File: config.mk
export PLATFORM = sky130hd
export DESIGN_NAME = falling_column_game_flat
export DESIGN_NICKNAME = d
export VERILOG_FILES = /design/src/rtl/falling_column_game_if.sv /design/src/rtl/falling_column_game.sv /design/src/flat_wrapper.sv
export SDC_FILE = /design/constraint.sdc
export NUM_CORES = 1
export LEC_CHECK = 0
export CAP_MARGIN = 10
export CORE_AREA = 10 10 172 174
export CTS_BUF_LIST = sky130_fd_sc_hd__clkbuf_4 sky130_fd_sc_hd__clkbuf_8 sky130_fd_sc_hd__clkbuf_16
export CTS_CLUSTER_SIZE = 28
export DETAILED_ROUTE_END_ITERATION = 16
export DIE_AREA = 0 0 182 184
export GPL_ROUTABILITY_DRIVEN = 1
export PLACE_DENSITY = 0.53
export SLEW_MARGIN = 20
export SYNTH_ARGS = -nofsm -noshare
export SYNTH_HDL_FRONTEND = slang
export SYNTH_SLANG_ARGS = --single-unit
File: constraint.sdc
create_clock -name clock -period 3.2 [get_ports clock]
set_input_delay 0.48 -clock clock [delete_from_list [all_inputs] [get_ports clock]]
set_output_delay 0.48 -clock clock [all_outputs]
set_load 0.02 [all_outputs]
File: src/rtl/falling_column_game_if.sv
// Player/display bundle for falling_column_game: switches and start in, column buses and status out.
// The lives signal exists only when FALLING_COLUMN_LIVES_EN is defined.
interface falling_column_game_if #(
    parameter int NUM_COLS  = 3,
    parameter int BIT_WIDTH = 8,
    parameter int YPOS_W    = 5,
    parameter int SCORE_W   = 16
);
    logic                          start;
    logic [BIT_WIDTH-1:0]          user_input;
    logic [NUM_COLS*BIT_WIDTH-1:0] letters;
    logic [NUM_COLS*YPOS_W-1:0]    ypos;
    logic [NUM_COLS-1:0]           active;
    logic [SCORE_W-1:0]            score;
    logic                          correct;
    logic                          playing;
    logic                          game_over;
`ifdef FALLING_COLUMN_LIVES_EN
    logic [3:0]                    lives;
`endif

    modport master (
        output start, user_input,
        input  letters, ypos, active, score, correct, playing, game_over
`ifdef FALLING_COLUMN_LIVES_EN
        , input lives
`endif
    );

    modport slave (
        input  start, user_input,
        output letters, ypos, active, score, correct, playing, game_over
`ifdef FALLING_COLUMN_LIVES_EN
        , output lives
`endif
    );
endinterface

File: src/rtl/falling_column_game.sv
// Multi-column falling-letter game: LFSR spawning, matching, scoring, speed ramp, start/over flow.
// Define FALLING_COLUMN_LIVES_EN to add a lives counter (parameter LIVES, bus.lives).
module falling_column_game #(
    parameter int          NUM_COLS      = 3,
    parameter int          BIT_WIDTH     = 8,
    parameter int          YPOS_W        = 5,
    parameter int          BOTTOM_ROW    = 21,
    parameter int          TICK_DIV_INIT = 25000000,
    parameter int          TICK_DIV_MIN  = 5000000,
    parameter int          SPEEDUP_STEP  = 1000000,
    parameter int          SPEEDUP_EVERY = 8,
    parameter int          SPAWN_GAP     = 4,
    parameter int          SCORE_W       = 16,
    parameter logic [15:0] LFSR_SEED     = 16'hACE1
`ifdef FALLING_COLUMN_LIVES_EN
    ,
    parameter int          LIVES         = 3
`endif
) (
    input  logic                 clock,
    input  logic                 reset_signal,
    falling_column_game_if.slave bus
);
    localparam int PER_W = $clog2(TICK_DIV_INIT + 1);
    localparam int SPN_W = $clog2(SPAWN_GAP + 1);
    localparam int SPD_W = $clog2(SPEEDUP_EVERY + 1);

    typedef enum logic [1:0] {S_IDLE, S_PLAY, S_OVER} state_t;

    state_t               state_q, state_d;
    logic [15:0]          lfsr_q, lfsr_d;
    logic [PER_W-1:0]     tick_cnt_q, tick_cnt_d;
    logic [PER_W-1:0]     cur_per_q, cur_per_d;
    logic [PER_W-1:0]     next_per_q, next_per_d;
    logic [SPN_W-1:0]     spawn_cnt_q, spawn_cnt_d;
    logic [SPD_W-1:0]     spd_cnt_q, spd_cnt_d;
    logic                 armed_q, armed_d;
    logic [BIT_WIDTH-1:0] armed_val_q, armed_val_d;
    logic                 start_prev_q;
    logic [BIT_WIDTH-1:0] letters_q [NUM_COLS];
    logic [BIT_WIDTH-1:0] letters_d [NUM_COLS];
    logic [YPOS_W-1:0]    ypos_q [NUM_COLS];
    logic [YPOS_W-1:0]    ypos_d [NUM_COLS];
    logic [NUM_COLS-1:0]  active_q, active_d;
    logic [SCORE_W-1:0]   score_q, score_d;
    logic                 correct_q, correct_d;
`ifdef FALLING_COLUMN_LIVES_EN
    logic [3:0]           lives_q, lives_d;
`endif

    logic [NUM_COLS-1:0]  hit, at_bottom, missed, match_oh, free_oh;
    logic                 tick, miss, miss_fatal, start_game;
    logic [BIT_WIDTH-1:0] spawn_letter;

    assign tick = (state_q == S_PLAY) && (tick_cnt_q == cur_per_q - PER_W'(1));
    assign start_game = ((state_q == S_IDLE) && bus.start) ||
                        ((state_q == S_OVER) && bus.start && !start_prev_q);
    assign spawn_letter = (lfsr_q[BIT_WIDTH-1:0] == '0) ? BIT_WIDTH'(1) : lfsr_q[BIT_WIDTH-1:0];

    // Lowest set bit of hit wins the match; lowest clear bit of active_q is the spawn slot.
    assign match_oh = (armed_q && (state_q == S_PLAY)) ? (hit & (~hit + NUM_COLS'(1))) : '0;
    assign free_oh  = ~active_q & (active_q + NUM_COLS'(1));
    assign miss     = |missed;

`ifdef FALLING_COLUMN_LIVES_EN
    assign miss_fatal = miss && (lives_q <= 4'd1);
    assign bus.lives  = lives_q;
`else
    assign miss_fatal = miss;
`endif

    for (genvar gi = 0; gi < NUM_COLS; gi++) begin : g_col
        assign hit[gi]       = active_q[gi] && (letters_q[gi] == bus.user_input);
        assign at_bottom[gi] = active_q[gi] && (ypos_q[gi] == YPOS_W'(BOTTOM_ROW));
        assign missed[gi]    = tick && at_bottom[gi] && !match_oh[gi];
        assign bus.letters[gi*BIT_WIDTH +: BIT_WIDTH] = letters_q[gi];
        assign bus.ypos[gi*YPOS_W +: YPOS_W]          = ypos_q[gi];
    end

    assign bus.active    = active_q;
    assign bus.score     = score_q;
    assign bus.correct   = correct_q;
    assign bus.playing   = (state_q == S_PLAY);
    assign bus.game_over = (state_q == S_OVER);

    always_comb begin
        state_d     = state_q;
        lfsr_d      = {1'b0, lfsr_q[15:1]} ^ (lfsr_q[0] ? 16'hB400 : 16'h0000);
        tick_cnt_d  = tick_cnt_q;
        cur_per_d   = cur_per_q;
        next_per_d  = next_per_q;
        spawn_cnt_d = spawn_cnt_q;
        spd_cnt_d   = spd_cnt_q;
        armed_d     = armed_q;
        armed_val_d = armed_val_q;
        letters_d   = letters_q;
        ypos_d      = ypos_q;
        active_d    = active_q;
        score_d     = score_q;
        correct_d   = 1'b0;
`ifdef FALLING_COLUMN_LIVES_EN
        lives_d     = lives_q;
`endif

        if (!armed_q && (bus.user_input != armed_val_q)) begin
            armed_d = 1'b1;
        end

        if (start_game) begin
            state_d     = S_PLAY;
            tick_cnt_d  = '0;
            cur_per_d   = PER_W'(TICK_DIV_INIT);
            next_per_d  = PER_W'(TICK_DIV_INIT);
            spawn_cnt_d = SPN_W'(SPAWN_GAP - 1);
            spd_cnt_d   = '0;
            armed_d     = 1'b1;
            active_d    = '0;
            score_d     = '0;
            for (int i = 0; i < NUM_COLS; i++) begin
                letters_d[i] = '0;
                ypos_d[i]    = '0;
            end
`ifdef FALLING_COLUMN_LIVES_EN
            lives_d     = 4'(LIVES);
`endif
        end else if (state_q == S_PLAY) begin
            // A shortened period is latched only at the wrap so the running count never overshoots.
            if (tick) begin
                tick_cnt_d = '0;
                cur_per_d  = next_per_q;
            end else begin
                tick_cnt_d = tick_cnt_q + PER_W'(1);
            end

            if (|match_oh) begin
                correct_d   = 1'b1;
                armed_d     = 1'b0;
                armed_val_d = bus.user_input;
                if (!(&score_q)) begin
                    score_d = score_q + SCORE_W'(1);
                    if (spd_cnt_q == SPD_W'(SPEEDUP_EVERY - 1)) begin
                        spd_cnt_d = '0;
                        if (int'(next_per_q) >= TICK_DIV_MIN + SPEEDUP_STEP)
                            next_per_d = next_per_q - PER_W'(SPEEDUP_STEP);
                        else
                            next_per_d = PER_W'(TICK_DIV_MIN);
                    end else begin
                        spd_cnt_d = spd_cnt_q + SPD_W'(1);
                    end
                end
            end
            for (int i = 0; i < NUM_COLS; i++) begin
                if (match_oh[i]) begin
                    active_d[i] = 1'b0;
                    ypos_d[i]   = '0;
                end
            end

`ifdef FALLING_COLUMN_LIVES_EN
            if (miss) lives_d = lives_q - 4'd1;
`endif
            if (tick) begin
                if (miss_fatal) begin
                    state_d = S_OVER;
                end else begin
                    for (int i = 0; i < NUM_COLS; i++) begin
                        if (missed[i]) begin
                            active_d[i] = 1'b0;
                            ypos_d[i]   = '0;
                        end else if (active_q[i] && !match_oh[i]) begin
                            ypos_d[i] = ypos_q[i] + YPOS_W'(1);
                        end
                    end
                    if (spawn_cnt_q >= SPN_W'(SPAWN_GAP - 1)) begin
                        if (|free_oh) begin
                            spawn_cnt_d = '0;
                            for (int i = 0; i < NUM_COLS; i++) begin
                                if (free_oh[i]) begin
                                    active_d[i]  = 1'b1;
                                    ypos_d[i]    = '0;
                                    letters_d[i] = spawn_letter;
                                end
                            end
                        end else begin
                            spawn_cnt_d = SPN_W'(SPAWN_GAP);
                        end
                    end else begin
                        spawn_cnt_d = spawn_cnt_q + SPN_W'(1);
                    end
                end
            end
        end
    end

    always_ff @(posedge clock) begin
        if (!reset_signal) begin
            state_q      <= S_IDLE;
            lfsr_q       <= LFSR_SEED;
            tick_cnt_q   <= '0;
            cur_per_q    <= PER_W'(TICK_DIV_INIT);
            next_per_q   <= PER_W'(TICK_DIV_INIT);
            spawn_cnt_q  <= '0;
            spd_cnt_q    <= '0;
            armed_q      <= 1'b1;
            armed_val_q  <= '0;
            start_prev_q <= 1'b0;
            active_q     <= '0;
            score_q      <= '0;
            correct_q    <= 1'b0;
            for (int i = 0; i < NUM_COLS; i++) begin
                letters_q[i] <= '0;
                ypos_q[i]    <= '0;
            end
`ifdef FALLING_COLUMN_LIVES_EN
            lives_q      <= 4'(LIVES);
`endif
        end else begin
            state_q      <= state_d;
            lfsr_q       <= lfsr_d;
            tick_cnt_q   <= tick_cnt_d;
            cur_per_q    <= cur_per_d;
            next_per_q   <= next_per_d;
            spawn_cnt_q  <= spawn_cnt_d;
            spd_cnt_q    <= spd_cnt_d;
            armed_q      <= armed_d;
            armed_val_q  <= armed_val_d;
            start_prev_q <= bus.start;
            active_q     <= active_d;
            score_q      <= score_d;
            correct_q    <= correct_d;
            letters_q    <= letters_d;
            ypos_q       <= ypos_d;
`ifdef FALLING_COLUMN_LIVES_EN
            lives_q      <= lives_d;
`endif
        end
    end
endmodule

File: src/flat_wrapper.sv
// flat-port wrapper written by rule: the top's interface ports become plain ports
module falling_column_game_flat 
#(
    parameter int          NUM_COLS      = 3,
    parameter int          BIT_WIDTH     = 8,
    parameter int          YPOS_W        = 5,
    parameter int          BOTTOM_ROW    = 21,
    parameter int          TICK_DIV_INIT = 25000000,
    parameter int          TICK_DIV_MIN  = 5000000,
    parameter int          SPEEDUP_STEP  = 1000000,
    parameter int          SPEEDUP_EVERY = 8,
    parameter int          SPAWN_GAP     = 4,
    parameter int          SCORE_W       = 16,
    parameter logic [15:0] LFSR_SEED     = 16'hACE1

)
  (clock, reset_signal, bus_start, bus_user_input, bus_letters, bus_ypos, bus_active, bus_score, bus_correct, bus_playing, bus_game_over);
  falling_column_game_if #(.NUM_COLS(NUM_COLS), .BIT_WIDTH(BIT_WIDTH), .YPOS_W(YPOS_W), .SCORE_W(SCORE_W)) bus_i ();
  input  logic clock;
  input  logic reset_signal;
  input wire logic [$bits(bus_i.start)-1:0] bus_start;
  input wire logic [$bits(bus_i.user_input)-1:0] bus_user_input;
  output wire logic [$bits(bus_i.letters)-1:0] bus_letters;
  output wire logic [$bits(bus_i.ypos)-1:0] bus_ypos;
  output wire logic [$bits(bus_i.active)-1:0] bus_active;
  output wire logic [$bits(bus_i.score)-1:0] bus_score;
  output wire logic [$bits(bus_i.correct)-1:0] bus_correct;
  output wire logic [$bits(bus_i.playing)-1:0] bus_playing;
  output wire logic [$bits(bus_i.game_over)-1:0] bus_game_over;
  assign bus_i.start = bus_start;
  assign bus_i.user_input = bus_user_input;
  assign bus_letters = bus_i.letters;
  assign bus_ypos = bus_i.ypos;
  assign bus_active = bus_i.active;
  assign bus_score = bus_i.score;
  assign bus_correct = bus_i.correct;
  assign bus_playing = bus_i.playing;
  assign bus_game_over = bus_i.game_over;
  falling_column_game #(.NUM_COLS(NUM_COLS), .BIT_WIDTH(BIT_WIDTH), .YPOS_W(YPOS_W), .BOTTOM_ROW(BOTTOM_ROW), .TICK_DIV_INIT(TICK_DIV_INIT), .TICK_DIV_MIN(TICK_DIV_MIN), .SPEEDUP_STEP(SPEEDUP_STEP), .SPEEDUP_EVERY(SPEEDUP_EVERY), .SPAWN_GAP(SPAWN_GAP), .SCORE_W(SCORE_W), .LFSR_SEED(LFSR_SEED)) u_core (.clock(clock), .reset_signal(reset_signal), .bus(bus_i));
endmodule
Word-level counts from Yosys, hierarchy flattened
Index checks and enable logic that the tools add are counted.
{ "op_classes": {"add_sub_neg": 11, "n_lt_le_gt_ge": 2, "n_eq_ne": 12, "muxes": 49, "bitwise": 10, "reduce_logical": 49} }
{ "op_table": {"columns": ["cell", "n"], "rows": [
  ["2-to-1 mux 15 bit", 4],
  ["2-to-1 mux 5 bit", 12],
  ["2-to-1 mux 25 bit", 2],
  ["adder 25 x 1 -> 25 bit, second input constant", 1],
  ["equality test 25 bit", 1],
  ["greater-or-equal comparator 25 x 23 -> 1 bit, second input constant", 1],
  ["subtractor 25 x 1 -> 25 bit, second input constant", 1],
  ["subtractor 25 x 20 -> 25 bit, second input constant", 1],
  ["equality test 8 bit", 3],
  ["logical AND 1 bit", 21],
  ["2-to-1 mux 3 bit", 7],
  ["AND reduction 3 bit", 6],
  ["AND reduction 6 bit", 3],
  ["2-to-1 mux 1 bit", 17],
  ["adder 16 x 1 -> 16 bit, second input constant", 1],
  ["2-to-1 mux 16 bit", 1],
  ["AND reduction 16 bit", 1],
  ["XOR 15 x 16 -> 16 bit", 1],
  ["adder 5 x 1 -> 5 bit, second input constant", 3],
  ["equality test 5 bit, second input constant", 3],
  ["OR reduction 3 bit", 4],
  ["adder 3 x 1 -> 3 bit, second input constant", 3],
  ["logical NOT 8 bit", 1],
  ["2-to-1 mux 2 bit", 4],
  ["19 further kinds", 31]
]} }
{ "word_totals": {"reg_bits": 169, "wordCells": 154} }

Depth between registers and ports, before layout
Gate-level depths: netlist (run 1).
{ "logic_depth": {"ltp_word": 15, "mapped_depth": 14, "mapped_depth_nobuf": 10} }

Worst setup path after synthesis (run 1)
Ideal clock, no wire load.
{ "synth_path": {"path_kind": "reg-to-reg", "startpoint": "register u_core.cur_per_q[6]", "endpoint": "register u_core.letters_q, in the netlist u_core.bus.letters[17]", "setup_time_ns": 0.072, "arrival_time_ns": 3.361, "required_ns": 3.128, "slack_ns": -0.233, "stages_incl_launch_ff": 15, "synth_period_minus_slack_ns": 3.433, "path_cell_list": "dfxtp_1 clkbuf_1 inv_1 ha_1 buf_2 or4b_2 nor4_4 mux2i_1 or3b_1 a211o_1 nor4bb_1 buf_2 and2_1 buf_2 mux2i_1"} }
{ "synth_via": {"elab_chain_len": 8, "elab_cells_between_ends": 12} }
{ "synth_rtl": {"columns": ["item", "line", "source"], "rows": [
  ["start, declared", "falling_column_game.sv:33", "logic [PER_W-1:0] cur_per_q, cur_per_d;"],
  ["start signal, assigned", "falling_column_game.sv:200", "cur_per_q <= PER_W'(TICK_DIV_INIT);"],
  ["start signal, assigned", "falling_column_game.sv:221", "cur_per_q <= cur_per_d;"],
  ["subtractor 25 x 1 -> 25 bit *", "falling_column_game.sv:55", "assign tick = (state_q == S_PLAY) && (tick_cnt_q == cur_per_q - PER_W'(1));"],
  ["equality test 25 bit *", "falling_column_game.sv:55", null],
  ["logical AND 1 bit *", "falling_column_game.sv:55", null],
  ["logical AND 1 bit (2 in a row)", "falling_column_game.sv:75", "assign missed[gi] = tick && at_bottom[gi] && !match_oh[gi];"],
  ["OR reduction 3 bit", "falling_column_game.sv:63", "assign miss = |missed;"],
  ["NOT 1 bit (no line)", null, null],
  ["AND reduction 6 bit (no line) *", null, null],
  ["end signal, assigned", "falling_column_game.sv:231", "letters_q <= letters_d;"],
  ["end, declared", "falling_column_game.sv:40", "logic [BIT_WIDTH-1:0] letters_q [NUM_COLS];"]
]} }
Mark *: on every way between the ends. The rest lies on a longest branch, timed or not.
A chain may end at the register's enable or synchronous reset.

Final worst setup path (run 1)
{ "layout_path": {"startpoint": "register u_core.cur_per_q[8]", "endpoint": "register u_core.ypos_q, in the netlist u_core.bus.ypos[9]"} }
{ "layout_via": {"elab_chain_len": 11, "elab_cells_between_ends": 16} }
{ "layout_rtl": {"columns": ["item", "line", "source"], "rows": [
  ["subtractor 25 x 1 -> 25 bit *", "falling_column_game.sv:55", null],
  ["equality test 25 bit *", "falling_column_game.sv:55", null],
  ["logical AND 1 bit *", "falling_column_game.sv:55", null],
  ["logical AND 1 bit (2 in a row)", "falling_column_game.sv:75", null],
  ["2-to-1 mux 5 bit", "falling_column_game.sv:167", "if (missed[i]) begin"],
  ["2-to-1 mux 5 bit", "falling_column_game.sv:178", "if (free_oh[i]) begin"],
  ["2-to-1 mux 15 bit", "falling_column_game.sv:175", "if (|free_oh) begin"],
  ["2-to-1 mux 15 bit", "falling_column_game.sv:174", "if (spawn_cnt_q >= SPN_W'(SPAWN_GAP - 1)) begin"],
  ["2-to-1 mux 15 bit", "falling_column_game.sv:163", "if (miss_fatal) begin"],
  ["2-to-1 mux 15 bit *", "falling_column_game.sv:162", "if (tick) begin"],
  ["end signal, assigned", "falling_column_game.sv:232", "ypos_q <= ypos_d;"],
  ["end, declared", "falling_column_game.sv:42", "logic [YPOS_W-1:0] ypos_q [NUM_COLS];"]
]} }
Marked as above.

==> metrics, run 1 <==
Seq/Total Area, Yosys 39.4%; # diodes 0; TritonRoute pass-1 iters 5; placed cells 1392; startpoint type of the worst setup path register; Root Buffer clkbuf_16; fin crit period 3120 ps; most frequent cells in the layout dfxtp_1, nand2_1, nor2_1; Max Cap Viol 0; Hold Slack 413 ps; share of cells above drive strength 1 14.8%; Final Non-Filler Cells between 1000 and 1500; first-pass GRT wire length approximately 36000 um; initial antenna violation count 0; Clk Latency, worst-skew pair roughly 440 ps; Pleak 3.75 nW; First DRT Iteration DRCs a little under 500; port buffer count 71; Yosys top cell area share 39.4%; Longest Clk Path Bufs 2; Worst-Margin Slew 532 ps; maximum fanout along the worst path 8; Max-slew headroom 64.5%; Synth Flop Type dfxtp_1; worst-case vdd ir drop 350 uV; CTS buffer count 17; clk_skew 20.9 ps; Post-DP HPWL 15700 um; Final #Nets 1110; Fillers 2613; H-tree depth 4; Hold Violations, Final 0; Synth Instances 963; CTS tree yes; max-slew violations 0; CP max stage delay a little under 600 ps; vias in the first global route a little under 7000; period utilization 97.4%; CP Class register to register; Async SR Flop Fraction 0%; leading post-synthesis cells by cell area dfxtp_1, nand2_1, xnor2_1, mux2i_1, nor2_1; Synth Register Bits 157; die height 184 um; outcome completed; WP data arrival 3470 ps; slowest CP cell or4_4; gpl congestion 0.805; routed vias/inst between 4 and 5; CTS clk-pin slew, worst paths 70 ps; Die Width 182 um; clock sinks 157; worst min-delay path class register to register; Post-Place Cell Area 9570 sq um; drt total wl 21700 um; # setup viols final 0; most common cell after layout, fill and taps aside dfxtp_1; Avg Cell Area, Syn around 8.3 sq um; synth warn 0; WL per Instance 15.1 um; Synth cell types 71; aggregate global routing overflow 0; CP cell instances or4_4 -> nor4_4 -> mux2i_1 -> or3b_4 -> a211o_1 -> nor4bb_4 -> buf_4 -> buf_6 -> buf_6 -> nand3_1 -> a21oi_1; largest area contributor in the netlist dfxtp_1; post-route ant nets 0; Post-synth EDFFs 0; area grow syn2layout 29.9%; Finished Cell Area approximately 10000 sq um; Worst Slack Setup Final 81.7 ps; drc violations 0; unrepaired setup endpoints after global routing true; die area 33500 sq um; nature of the critical path endpoint register; # rows 59; starting density of the core 30.8%; Critical Path RT 3560 ps; Highest Clock Rate 321 MHz; post-place setup slack -253 ps; via count 7078; I/O pins slightly above 70; Total GRT Usage 12.9%; syn_nets between 900 and 1000; synthesized area 7980 sq um; power per cell area 406 nW/um^2; core area 25900 sq um; largest net degree at the start of global routing 42; most frequent CP cell buf_6
-- path summary, 6_finish.rpt --
kind | startpoint | end | slack (ps) | cells past startpoint
worst min register to register | u_core.lfsr_q[8] | u_core.lfsr_q[7] | 410 | 1
worst min-delay path | u_core.lfsr_q[8] | u_core.lfsr_q[7] | 410 | 1
worst max register to register | u_core.cur_per_q[8] | u_core.bus.ypos[9] | 80 | 11
worst max-delay path | u_core.cur_per_q[8] | u_core.bus.ypos[9] | 80 | 11
-- cell usage after synthesis (all sizes together) (3+ instances only) --
cell and instances:
buf 12, xor2 42, or3 13, a31oi 10, o21ai 44, clkbuf 43
nor4 9, nand4 23, inv 17, a21bo 6, o31ai 4, nand4b 5
and3 12, nor2 102, o31a 3, and2 20, nor2b 8, nor3 34
mux2i 38, xnor2 48, dfxtp 157, nand3 41, a21o 4, o311ai 3
ha 14, a211o 3, or4 11, o22ai 5, nand3b 5, or2 3
nand2 114, a211oi 4, nand2b 23, o211ai 5, a21oi 41
-- stage by stage --
step                power [mW]  util [%]  setup TNS (ps)
floorplan                 2.14         -          -0.671
global placement          2.22      36.9           -3310
detailed placement        2.22      36.9           -6290
CTS                       4.26      39.4               0
global route              4.36      40.0            -224
finish                    4.21      40.0               0
-- timing repair --
action	CTS	global route
hold buffers	0	0
endpoints found under the setup margin	29	47
setup buffers	5	4
resized for setup	6	27
pin swaps	6	7
-- per-layer routing --
metal / share of wire, % / up-vias / global-route usage (%)
li1: - / 3614 / -
met1: 48 / 3341 / 16.5
met2: 47 / 116 / 20.9
met3: 4.4 / 7 / 3.27
met4: 0.56 / 0 / 3.55
met5: 0 / - / 0
-- final cells by class --
type | instances | area, sq um | share of cell area, %
multi-input combinational | 733 | 4700 | 45.4
inverter | 18 | 72.6 | 0.700
clock inverter | 15 | 163 | 1.57
clock buffer | 17 | 425 | 4.11
sequential | 157 | 3150 | 30.4
timing repair buffer | 158 | 1430 | 13.8
tap | 335 | 419 | 4.04
-- state kept, by name (all words and copies together), names as in the netlist, 2 cells and up --
name and cells:
u_core.next_per_q 19, u_core.spawn_cnt_q 3, u_core.spd_cnt_q 4, u_core.tick_cnt_q 25, u_core.bus.letters 24, u_core.bus.active 3, u_core.bus.ypos 15, u_core.bus.score 16
u_core.armed_val_q 8, u_core.lfsr_q 16, u_core.state_q 2, u_core.cur_per_q 19
-- critical path: cells and delay by family, from the launching register on --
family | cells | cell delay (ps)
DFF | 1 | 330
AOI/OAI and AO/OA | 2 | 520
and+or+nand+nor | 5 | 1650
buffers and inverters | 3 | 420
muxes | 1 | 120
-- kinds of logic after synthesis --
group,count (synthesis),share of synthesized area (%)
AOI/OAI and AO/OA,156,12.6
xor gates and xnor gates,91,10.2
adders and majority gates,14,2.20
buffers and inverters,73,3.64
DFF,157,39.4
muxes,39,4.91
and+or+nand+nor,433,27.1
-- report_power, final --
group / internal [mW] / leakage (nW) / switching, mW
clock network: 1.05 / 0.290 / 0.986
registers: 1.97 / 1.27 / 0.0110
logic: 0.0741 / 2.19 / 0.113
total: 3.10 / 3.75 / 1.11
Note: power is estimated with default switching activity, not from simulation.
==> inputs of run 2 (changes only) <==
Settings changed: CORE_AREA 10 10 172 174 to 2 2 164 166, DIE_AREA 0 0 182 184 to 0 0 166 168.
==> metrics, run 2 (synthesis gave the netlist of run 1 again) <==
Hold Slack 411 ps (was 413 ps); aggregate global routing overflow 0 (unchanged); Highest Clock Rate 310 MHz (was 321 MHz); H-tree depth 4 (unchanged); max-slew violations 0 (unchanged); Max Cap Viol 0 (unchanged); clock sinks 157 (unchanged); drt total wl 21200 um (was 21700 um); Layout Utilization 39.5% (was 40.0%); port buffer count 71 (unchanged); Die Width 166 um (was 182 um); Critical Path Source u_core.cur_per_q[7] (was u_core.cur_per_q[8]); vias in the first global route 6899 (was 6896); hold path startpoint u_core.lfsr_q[8] (unchanged); # diodes 0 (unchanged); I/O pins 72 (unchanged); CTS tree yes (unchanged); area grow syn2layout 30.4% (was 29.9%); # rows 60 (was 59); initial antenna violation count 0 (unchanged); Final #Nets 1113 (was 1110); launch point of the worst reg-to-reg path u_core.cur_per_q[7] (was u_core.cur_per_q[8]); flop2flop setup slack -20 ps (was 80 ps); max reg flops 25 (unchanged); clk_skew 15.4 ps (was 20.9 ps); Worst R2R End u_core.bus.ypos[0] (was u_core.bus.ypos[9]); Pleak 3.76 nW (was 3.75 nW); Max-slew headroom 65.8% (was 64.5%); Post-DP HPWL 15300 um (was 15700 um); worst r2r path cells 11 (unchanged); fin crit period 3220 ps (was 3120 ps); # setup viols final 1 (was 0); Crit path max-delay family simple AND/OR/NAND/NOR gates (unchanged); power per cell area 402 nW/um^2 (was 406 nW/um^2); Buf+Inv Stages, Crit Path 2 (was 3); Root Buffer clkbuf_16 (unchanged); WHS Path Cells 1 (unchanged); Final TNS setup -21.0 ps (was 0 ps); CP cell instances inv_4 -> ha_4 -> or4b_4 -> nor4_4 -> mux2i_1 -> or3b_4 -> a211o_4 -> nor4bb_4 -> buf_6 -> or3b_1 -> a21bo_1 (was or4_4 -> nor4_4 -> mux2i_1 -> or3b_4 -> a211o_1 -> nor4bb_4 -> buf_4 -> buf_6 -> buf_6 -> nand3_1 -> a21oi_1); unrepaired setup endpoints after global routing true (unchanged); first-pass GRT wire length 35300 um (was 36100 um); CP Class register to register (unchanged); Most flops, register u_core.tick_cnt_q (unchanged); core area 26400 sq um (was 25900 sq um); CTS buffer count 17 (unchanged); Hold Path Sink u_core.lfsr_q[7] (unchanged); TritonRoute pass-1 iters 5 (unchanged); Critical Path RT 3580 ps (was 3560 ps); Clk Latency, worst-skew pair 440 ps (about the same); gpl congestion 0.797 (was 0.805); outcome finished, violations left (was completed); most common cell after layout, fill and taps aside dfxtp_1 (unchanged); Longest Clk Path Bufs 2 (unchanged); share of cells above drive strength 1 15.3% (was 14.8%); Total GRT Usage 15.4% (was 12.9%); via count 7082 (was 7078); WP data arrival 3600 ps (was 3470 ps); largest net degree at the start of global routing 42 (unchanged); worst min-delay path class register to register (unchanged); CTS clk-pin slew, worst paths 80 ps (was 70 ps); WL per Instance 14.7 um (was 15.1 um); drc violations 0 (unchanged); startpoint type of the worst setup path register (unchanged); die height 168 um (was 184 um); maximum fanout along the worst path 8 (unchanged); period utilization 101% (was 97.4%); die area 27900 sq um (was 33500 sq um); post-route ant nets 0 (unchanged); Worst-Margin Slew 509 ps (was 532 ps); Worst Slack Setup Final -21.0 ps (was 81.7 ps); most frequent cells in the layout dfxtp_1, nand2_1, nor2_1 (unchanged); failing checks setup timing; slowest CP cell or4b_4 (was or4_4); worst-case vdd ir drop 438 uV (was 350 uV); First DRT Iteration DRCs 315 (was 486); routed vias/inst 4.91 (was 4.94); nature of the critical path endpoint register (unchanged); starting density of the core 30.3% (was 30.8%); CP max stage delay 460 ps (was 590 ps); Hold Violations, Final 0 (unchanged)
run 2: what timing repair did:
action                     CTS  global route
hold buffers                 0             0
pin swaps                    0            11
buffers inserted             1             2
setup endpoints to repair    8            85
gates cloned                 0             1
resized for setup            3            38
run 2: worst register-to-register path, delay by kind of cell, from the launching register on:
family	cells	cell delay [ps]
compound gates	2	540
fa+ha+maj	1	130
buf+inv	2	220
flops	1	340
mux	1	120
simple gates	5	1830
run 2: how the worst max path moves through the flow:
stage	to	cells past startpoint	slack, ps
3_3_place_gp	u_core.bus.ypos[0]	11	-300
5_1_grt	u_core.bus.ypos[0]	11	-120
6_report	u_core.bus.ypos[0]	11	-20
2_1_floorplan	u_core.bus.ypos[0]	13	-0.7
3_5_place_dp	u_core.bus.ypos[0]	11	-360
4_1_cts	u_core.bus.ypos[0]	11	-10
run 2: through the flow:
stage	instance area, sq um	setup WS (ps)	instances	total power [mW]
finish	10400	-21.0	1442	4.18
global route	10400	-118	1442	4.34
CTS	10200	-14.9	1439	4.23
detailed placement	9620	-357	1406	2.22
global placement	9620	-298	1406	2.22
floorplan	8030	-0.671	963	2.14
run 2: per-layer routing:
layer / track usage (%) / share of wire, % / wire [um] / up-vias
met5: 0 / 0 / 0 / -
met4: 4.73 / 1.5 / 318 / 0
met3: 2.73 / 3.0 / 641 / 22
met2: 25.7 / 47 / 9980 / 102
met1: 20.3 / 48 / 10200 / 3344
li1: - / - / - / 3614
run 2: final cells by class:
cell class / instances / area, sq um
fill: 2660 / 15900
multi-input combinational: 733 / 4720
inverter: 18 / 72.6
timing repair buffer: 161 / 1460
tap: 341 / 427
sequential: 157 / 3150
clock inverter: 14 / 143
clock buffer: 18 / 433
run 2: power breakdown:
part	leakage [nW]	switching (mW)	internal, mW
registers	1.27	0.0115	1.97
clock network	0.279	0.961	1.05
logic	2.21	0.115	0.0747
total	3.76	1.09	3.09
==> inputs of run 3 (changes only) <==
Settings changed: CTS_CLUSTER_SIZE 28 to not set, GPL_TIMING_DRIVEN set to 0.
==> metrics, run 3 (synthesis gave the netlist of run 1 again) <==
outcome finished, violations left (unchanged); failing checks setup timing (unchanged); I/O pins 72 (unchanged); Clk Latency, worst-skew pair 440 ps (about the same); Net Sw Frac 26.6% (was 26.0%); worst r2r path cells 12 (was 11); Max Used Layer met4 (unchanged); die height 168 um (unchanged); worst min-delay path class register to register (unchanged); max reg flops 25 (unchanged); clock sinks 157 (unchanged); Die Width 166 um (unchanged); # setup viols final 2 (was 1); post-place setup slack -965 ps (was -357 ps); Post-DP HPWL 15500 um (was 15300 um); Max-slew headroom 43.8% (was 65.8%); Final TNS setup -26.8 ps (was -21.0 ps); Critical Path Source u_core.cur_per_q[7] (unchanged); Hold Violations, Final 0 (unchanged); Net Sw Power 1.12 mW (was 1.09 mW); fin crit period 3220 ps (about the same); unrepaired setup endpoints after global routing true (unchanged); H-tree depth 4 (unchanged); CP Class register to register (unchanged); P_int 3.08 mW (was 3.09 mW); Reg power frac 47.2% (was 47.4%); Highest Clock Rate 310 MHz (about the same); Root Buffer clkbuf_16 (unchanged); routed vias/inst 4.95 (was 4.91); post-route ant nets 0 (unchanged); Max Cap Viol 0 (unchanged); via count 6989 (was 7082); Hold Slack 415 ps (was 411 ps); CTS buffer count 17 (unchanged); max-slew violations 0 (unchanged); gpl congestion 0.786 (was 0.797); Longest Clk Path Bufs 2 (unchanged); # rows 60 (unchanged); TritonRoute pass-1 iters 5 (unchanged); WL met3 854 um (was 641 um); core area 26400 sq um (unchanged); Final #Nets 1083 (was 1113); most common cell after layout, fill and taps aside dfxtp_1 (unchanged); CP endpoint u_core.bus.ypos[0] (unchanged); Worst-Margin Slew 842 ps (was 509 ps); drt total wl 21500 um (was 21200 um); M1 wire length 10300 um (was 10200 um); WL met2 9920 um (was 9980 um); total power 4.19 mW (was 4.18 mW); clk_skew 14.3 ps (was 15.4 ps); startpoint type of the worst setup path register (unchanged); combinational share of power 4.2% (was 4.5%); # diodes 0 (unchanged); Worst R2R End u_core.bus.ypos[0] (unchanged); hold_buf cts 0 (unchanged); period utilization 101% (about the same); flop2flop setup slack -20 ps (about the same); drc violations 0 (unchanged); die area 27900 sq um (unchanged); WP data arrival 3600 ps (about the same); CTS clk-pin slew, worst paths 80 ps (about the same); largest net degree at the start of global routing 19 (was 42); aggregate global routing overflow 0 (unchanged); First DRT Iteration DRCs 373 (was 315); vias in the first global route 6586 (was 6899); initial antenna violation count 0 (unchanged); starting density of the core 30.3% (unchanged); Fillers 2732 (was 2660); Most flops, register u_core.tick_cnt_q (unchanged); WL per Instance 15.2 um (was 14.7 um); first-pass GRT wire length 35200 um (was 35300 um); area grow syn2layout 25.3% (was 30.4%); share of cells above drive strength 1 9.90% (was 15.3%); power per cell area 419 nW/um^2 (was 402 nW/um^2); Critical Path RT 3580 ps (about the same); maximum fanout along the worst path 6 (was 8); nature of the critical path endpoint register (unchanged); worst-case vdd ir drop 345 uV (was 438 uV); port buffer count 63 (was 71); Pleak 3.44 nW (was 3.76 nW); CTS tree yes (unchanged); Worst Slack Setup Final -21.2 ps (was -21.0 ps); Clock Power Share 48.5% (was 48.1%); Total GRT Usage 15.5% (was 15.4%); launch point of the worst reg-to-reg path u_core.cur_per_q[7] (unchanged); most frequent cells in the layout dfxtp_1, nand2_1, nor2_1 (unchanged)
-- run 3: worst min path at each step --
stage / from / endpoint / depth (start not counted)
after floorplan: u_core.lfsr_q[12] / u_core.lfsr_q[11] / 1
after global placement: u_core.lfsr_q[12] / u_core.lfsr_q[11] / 1
after detailed placement: u_core.lfsr_q[12] / u_core.lfsr_q[11] / 1
after CTS: u_core.lfsr_q[8] / u_core.lfsr_q[7] / 1
after global routing: u_core.lfsr_q[8] / u_core.lfsr_q[7] / 1
final: u_core.lfsr_q[8] / u_core.lfsr_q[7] / 1
-- run 3: layout make-up --
| class | instances | area, sq um | area share (%) |
|---|---|---|---|
| multi-input combinational | 733 | 4710 | 47.1 |
| timing repair buffer | 83 | 810 | 8.09 |
| clock buffer | 17 | 425 | 4.25 |
| sequential | 157 | 3150 | 31.5 |
| inverter | 18 | 75.1 | 0.751 |
| tap | 341 | 427 | 4.27 |
| clock inverter | 15 | 165 | 1.65 |
| buffer | 48 | 231 | 2.31 |
-- run 3: layer usage --
layer	GRT usage (%)	up-vias
met2	24.9	152
met3	3.03	30
li1	-	3557
met4	5.18	0
met1	20.8	3250
met5	0	-
-- run 3: power by group through the flow --
| stage | logic [mW] | clock network [mW] | registers [mW] |
|---|---|---|---|
| 2_1_floorplan | 0.115 | 0 | 2.02 |
| 3_3_place_gp | 0.173 | 0 | 2.03 |
| 3_5_place_dp | 0.173 | 0 | 2.03 |
| 4_1_cts | 0.177 | 2.09 | 1.98 |
| 5_1_grt | 0.197 | 2.17 | 1.98 |
| 6_report | 0.178 | 2.04 | 1.98 |
-- run 3: critical path, stage by stage (launching register included) --
cell and delay [ps]:
dfxtp_4 360, inv_4 50, ha_4 150, or4b_4 470, nor4_4 290, buf_4 170
xor2_1 60, o31a_1 280, a211o_1 350, nor4bb_1 270, buf_4 210, or3b_1 340
a21bo_1 170
-- run 3: through the flow --
stage | instance area [sq um] | cells | util [%]
after floorplan | 8030 | 963 | -
after global placement | 9090 | 1367 | 34.5
after detailed placement | 9090 | 1367 | 34.5
after CTS | 9910 | 1408 | 37.6
after global routing | 10000 | 1412 | 38.0
final | 10000 | 1412 | 38.0
-- run 3: timing repair --
action / 4_1_cts / 5_1_grt
gates resized for setup: 37 / 21
gates cloned: 0 / 0
pin swaps: 11 / 12
setup endpoints to repair: 101 / 80
buffers inserted: 14 / 6
